===== config.mk =====
export PLATFORM = sky130hd
export DESIGN_NAME = udp_tx_sched
export DESIGN_NICKNAME = d
export VERILOG_FILES = /design/src/rtl/udp_tx_sched.sv
export SDC_FILE = /design/constraint.sdc
export NUM_CORES = 1
export LEC_CHECK = 0
export CORE_AREA = 2 2 93 95
export DETAILED_ROUTE_END_ITERATION = 8
export DIE_AREA = 0 0 95 97
export PLACE_DENSITY = 0.9
export REMOVE_ABC_BUFFERS = 1
export SYNTH_ARGS = -nofsm -noshare
export SYNTH_HDL_FRONTEND = slang
export SYNTH_SLANG_ARGS = --single-unit

===== constraint.sdc =====
create_clock -name clk -period 2.39 [get_ports clk]
set_input_delay 0.478 -clock clk [delete_from_list [all_inputs] [get_ports clk]]
set_output_delay 0.478 -clock clk [all_outputs]
set_load 0.05 [all_outputs]

===== src/rtl/udp_tx_sched.sv =====
// Two-source round-robin scheduler for a shared UDP/GMII transmit engine.
// Handles the start handshake, word routing, inter-frame gap and the completion timeout.
module udp_tx_sched #(
  parameter logic [15:0] MAX_BYTES      = 16'd1472,
  parameter int unsigned IFG_CYCLES     = 12,
  parameter logic [19:0] TIMEOUT_CYCLES = 20'd200000
) (
  input  logic        clk,
  input  logic        rst_n,
  input  logic        src0_req_i,
  input  logic [15:0] src0_byte_num_i,
  input  logic [31:0] src0_data_i,
  output logic        src0_rd_o,
  output logic        src0_done_o,
  output logic        src0_err_o,
  input  logic        src1_req_i,
  input  logic [15:0] src1_byte_num_i,
  input  logic [31:0] src1_data_i,
  output logic        src1_rd_o,
  output logic        src1_done_o,
  output logic        src1_err_o,
  output logic        tx_start_en_o,
  output logic [15:0] tx_byte_num_o,
  output logic [31:0] tx_data_o,
  input  logic        tx_req_i,
  input  logic        tx_done_i,
  output logic        busy_o
);

  localparam int unsigned TO_W  = 20;
  localparam int unsigned IFG_W = 8;
  localparam int unsigned BN_W  = 16;

  typedef enum logic [1:0] {
    ST_IDLE  = 2'd0,
    ST_START = 2'd1,
    ST_BUSY  = 2'd2,
    ST_IFG   = 2'd3
  } state_e;

  state_e            state_q;
  logic              grant_q;
  logic              last_grant_q;
  logic              hold_q;
  logic [TO_W-1:0]   to_cnt_q;
  logic [IFG_W-1:0]  ifg_cnt_q;
  logic [1:0]        done_q;
  logic [1:0]        err_q;
  logic              start_q;
  logic              busy_q;
  logic [BN_W-1:0]   byte_num_q;

  logic              any_req;
  logic              win;
  logic [BN_W-1:0]   win_bytes;
  logic              win_bad;

  // Round-robin pick: on contention the source not granted last wins.
  always_comb begin
    any_req = src0_req_i | src1_req_i;
    win     = src1_req_i;
    if (src0_req_i && src1_req_i) begin
      win = ~last_grant_q;
    end
    win_bytes = win ? src1_byte_num_i : src0_byte_num_i;
    win_bad   = (win_bytes == BN_W'(0)) || (win_bytes > MAX_BYTES);
  end

  // hold_q skips arbitration for one IDLE cycle after a done pulse or IFG exit,
  // so a source that drops req on done is not re-evaluated and start pulses stay spaced.
  always_ff @(posedge clk or negedge rst_n) begin
    if (!rst_n) begin
      state_q      <= ST_IDLE;
      grant_q      <= 1'b0;
      last_grant_q <= 1'b1;
      hold_q       <= 1'b0;
      to_cnt_q     <= '0;
      ifg_cnt_q    <= '0;
      done_q       <= '0;
      err_q        <= '0;
      start_q      <= 1'b0;
      busy_q       <= 1'b0;
      byte_num_q   <= '0;
    end else begin
      start_q <= 1'b0;
      done_q  <= '0;
      err_q   <= '0;
      hold_q  <= 1'b0;
      case (state_q)
        ST_IDLE: begin
          if (any_req && !hold_q) begin
            if (win_bad) begin
              done_q[win] <= 1'b1;
              err_q[win]  <= 1'b1;
              hold_q      <= 1'b1;
            end else begin
              grant_q      <= win;
              last_grant_q <= win;
              byte_num_q   <= win_bytes;
              start_q      <= 1'b1;
              busy_q       <= 1'b1;
              state_q      <= ST_START;
            end
          end
        end
        ST_START: begin
          to_cnt_q <= '0;
          state_q  <= ST_BUSY;
        end
        ST_BUSY: begin
          to_cnt_q <= to_cnt_q + TO_W'(1);
          if (tx_done_i) begin
            done_q[grant_q] <= 1'b1;
            to_cnt_q        <= '0;
            ifg_cnt_q       <= '0;
            state_q         <= ST_IFG;
          end else if (to_cnt_q == TIMEOUT_CYCLES - TO_W'(1)) begin
            done_q[grant_q] <= 1'b1;
            err_q[grant_q]  <= 1'b1;
            ifg_cnt_q       <= '0;
            state_q         <= ST_IFG;
          end
        end
        ST_IFG: begin
          if (ifg_cnt_q == IFG_W'(IFG_CYCLES - 1)) begin
            busy_q  <= 1'b0;
            hold_q  <= 1'b1;
            state_q <= ST_IDLE;
          end else begin
            ifg_cnt_q <= ifg_cnt_q + IFG_W'(1);
          end
        end
        default: state_q <= ST_IDLE;
      endcase
    end
  end

  // Zero-latency word routing while a frame is in flight.
  always_comb begin
    tx_data_o = '0;
    src0_rd_o = 1'b0;
    src1_rd_o = 1'b0;
    if (state_q == ST_BUSY) begin
      tx_data_o = grant_q ? src1_data_i : src0_data_i;
      src0_rd_o = tx_req_i & ~grant_q;
      src1_rd_o = tx_req_i & grant_q;
    end
  end

  assign tx_start_en_o = start_q;
  assign tx_byte_num_o = byte_num_q;
  assign busy_o        = busy_q;
  assign src0_done_o   = done_q[0];
  assign src1_done_o   = done_q[1];
  assign src0_err_o    = err_q[0];
  assign src1_err_o    = err_q[1];

endmodule


==> flow_summary.ini <==
[detailed_routing]
drtIter0Drc = 232
wl_per_cell_um = 17.5
drcViolationCount = 0
wirelength_um = 11100
postRouteAntennaNets = 0
dr.pass1.iters = 4
post_drt_via_cell_ratio = 5.38
routed-via-count = 3408

[yosys]
ys_seq_elements = 55
synth_area_per_cell_um2 = 9.10
netlist_area_um2 = 3340
synth_edf_count = 0
postSynth.asyncResetShare_pct = 100
ys.flop_type = dfrtp_1
ys_types = 47
ys_seq_area_share_pct = 41.3
yosysWarnings = 0
synth_cells = 367

[timing]
rsz0062_at_grt = false
hold_viol = 0
finalCriticalPeriod_ns = 2.34
final_max_slew_viol_count = 0
relSlewSlack_pct = 61.6
final.setup_skew_ns = 0.0133
setup_violations = 0
worst-slew-pin-transition_ns = 0.574
fin_crit_sh_pct = 97.7
fmax_mhz = 428
timing.hold.ws_ns = 0.133

[setup_path]
critPathCaptureType = flip-flop
reg2reg_depth = 6
crit_path_max_incr_delay_ns = 0.55
worstSetupStartpointType = input pin
reg2reg_slack_ns = 0.21
worstSetupPathType = in -> reg
required_ns = 2.58
path_cells = clkdlybuf4s50_1 -> or4_4 -> o31a_1 -> o22ai_2 -> nand3_2 -> a21oi_2 -> mux2_1
critPathMaxFanout = 3
critical_path_arrival_ns = 2.53
cp_slowest_cell = or4_4

[cells_and_area]
final_cell_mix = clkdlybuf4s50_1 (122), dfrtp_1 (53), mux2i_1 (44), nand2_1 (42), buf_12 (38)
nets = 634
diodes = 0
nFillCells = 548
seq_area_um2 = 1380
multi_input_area_um2 = 1870
syn_to_final_growth_pct = 67.1
drive_gt1_share_pct = 12.5
final_common_cell = clkdlybuf4s50_1

[die]
dieWidth_um = 95
fp.dieH_um = 97
dieArea_um2 = 9220
rows = 33
io_pins = 158
start_util_pct = 41.0
fp.coreArea_um2 = 8130

[clock_tree]
clk_latency_ns = 0.32
ctsHtreeMaxLevel = 2
clockBufferDepth = 2
cts_buffers = 5
cts_setup_buffers = 0
cts_tree = built
root_buffer = clkbuf_8
clkSinkCount = 55
clk_pin_slew_ns = 0.10

[global_routing]
grt_pass1_vias = 3425
antenna_found_initial = 0
overflow = 0
grt_max_degree = 56
grt_pass1_wl_um = 17000
grt.total_usage_pct = 23.5

[placed_design]
hpwlAfterDp_um = 8680
portBuffers = 157
place.gp.congestion = 0.830

[pwr]
power.density_nw_per_um2 = 944
power.total_mw = 5.27
vdd_ir_drop_max_v = 0.000412
p_leak_nw = 2.31

[min_path]
hp-class = in -> async

[outcome]
outcome = finished clean

[run]
cap_viol_max_count = 0
==> worst max-delay path: cells and delay by family <==
family          cells  cell delay, ns
buf+inv             1            0.44
mux                 1            0.33
simple gates        2            0.68
compound gates      3            0.61
==> kinds of logic after synthesis <==
| group | share of synthesized area [%] |
|---|---|
| muxes | 13.9 |
| xor gates and xnor gates | 3.15 |
| AOI/OAI and AO/OA | 9.33 |
| DFF | 41.3 |
| buffers and inverters | 3.00 |
| adders and majority gates | 1.87 |
| and+or+nand+nor | 27.5 |
==> per-layer routing <==
metal | global-route usage, % | vias to the layer above | share of wire (%) | routed length (um)
li1 | - | 1613 | - | -
met1 | 23.3 | 1646 | 35 | 3900
met2 | 44.2 | 122 | 53 | 5860
met3 | 6.93 | 27 | 8.5 | 938
met4 | 9.36 | 0 | 3.4 | 381
met5 | 0 | - | 0 | 0
==> cell type report <==
| cell class | instances | share of cell area (%) |
|---|---|---|
| clock buffer | 6 | 1.48 |
| clock inverter | 2 | 0.628 |
| inverter | 8 | 0.538 |
| multi-input combinational | 287 | 33.5 |
| sequential | 55 | 24.7 |
| tap | 105 | 2.35 |
| timing repair buffer | 170 | 36.8 |
==> worst paths after layout <==
| path | end | from |
|---|---|---|
| hold / removal | tx_byte_num_o[11] | rst_n |
| setup / recovery | state_q[1] | src1_byte_num_i[2] |
| setup reg to reg | ifg_cnt_q[7] | to_cnt_q[13] |
| max in group asynchronous | last_grant_q | rst_n |
| hold reg to reg | last_grant_q | last_grant_q |
| min in group clk | last_grant_q | last_grant_q |
==> state kept, by name, indices dropped and copies added, names as in the netlist <==
register       flops
tx_byte_num_o     16
last_grant_q       1
done_q             2
tx_start_en_o      1
to_cnt_q          20
state_q            2
busy_o             1
err_q              2
hold_q             1
ifg_cnt_q          8
grant_q            1
==> per-stage QoR <==
step                setup TNS [ns]  cell area, um2  instances  worst slack (ns)  utilization (%)
floorplan                   -11.31            3270        350            -0.259                -
global placement             -2.76            5460        625            -0.233             67.1
detailed placement           -4.90            5460        625            -0.315             67.1
CTS                              0            5570        633            0.0144             68.5
global route                     0            5580        633            0.0264             68.6
finish                           0            5580        633            0.0544             68.6
==> Yosys cell counts, drive strengths merged, types with 2 or more instances <==
cell,n,area (um2)
nand3,19,100
nor2,27,101
and3,11,68.8
o221ai,3,26.3
and2,7,43.8
xor2,6,52.6
or3,4,25.0
dfrtp,54,1350
and4,3,26.3
mux2,2,22.5
inv,8,30.0
xnor2,6,52.6
nor2b,34,213
mux2i,44,440
ha,5,62.6
clkbuf,11,41.3
buf,6,28.8
nand4,4,25.0
nand2,42,158
nor3,6,30.0
a21oi,9,48.8
nor4,6,37.5
o22ai,6,43.8
or4b,2,20.0
nand2b,3,18.8
o21ai,23,115
nand3b,3,22.5
==> power breakdown <==
group | leakage, nW | total (mW) | internal, mW | switching (mW)
sequential | 0.743 | 1.21 | 1.08 | 0.125
clock | 0.0612 | 0.645 | 0.339 | 0.305
combinational | 1.51 | 3.41 | 1.49 | 1.93
total | 2.31 | 5.27 | 2.91 | 2.36
==> repair_timing <==
action	4_1_cts	5_1_grt
endpoints found under the setup margin	0	2
gates resized for setup	0	2
hold buffers	0	0
Note: power is estimated with default switching activity, not from simulation.
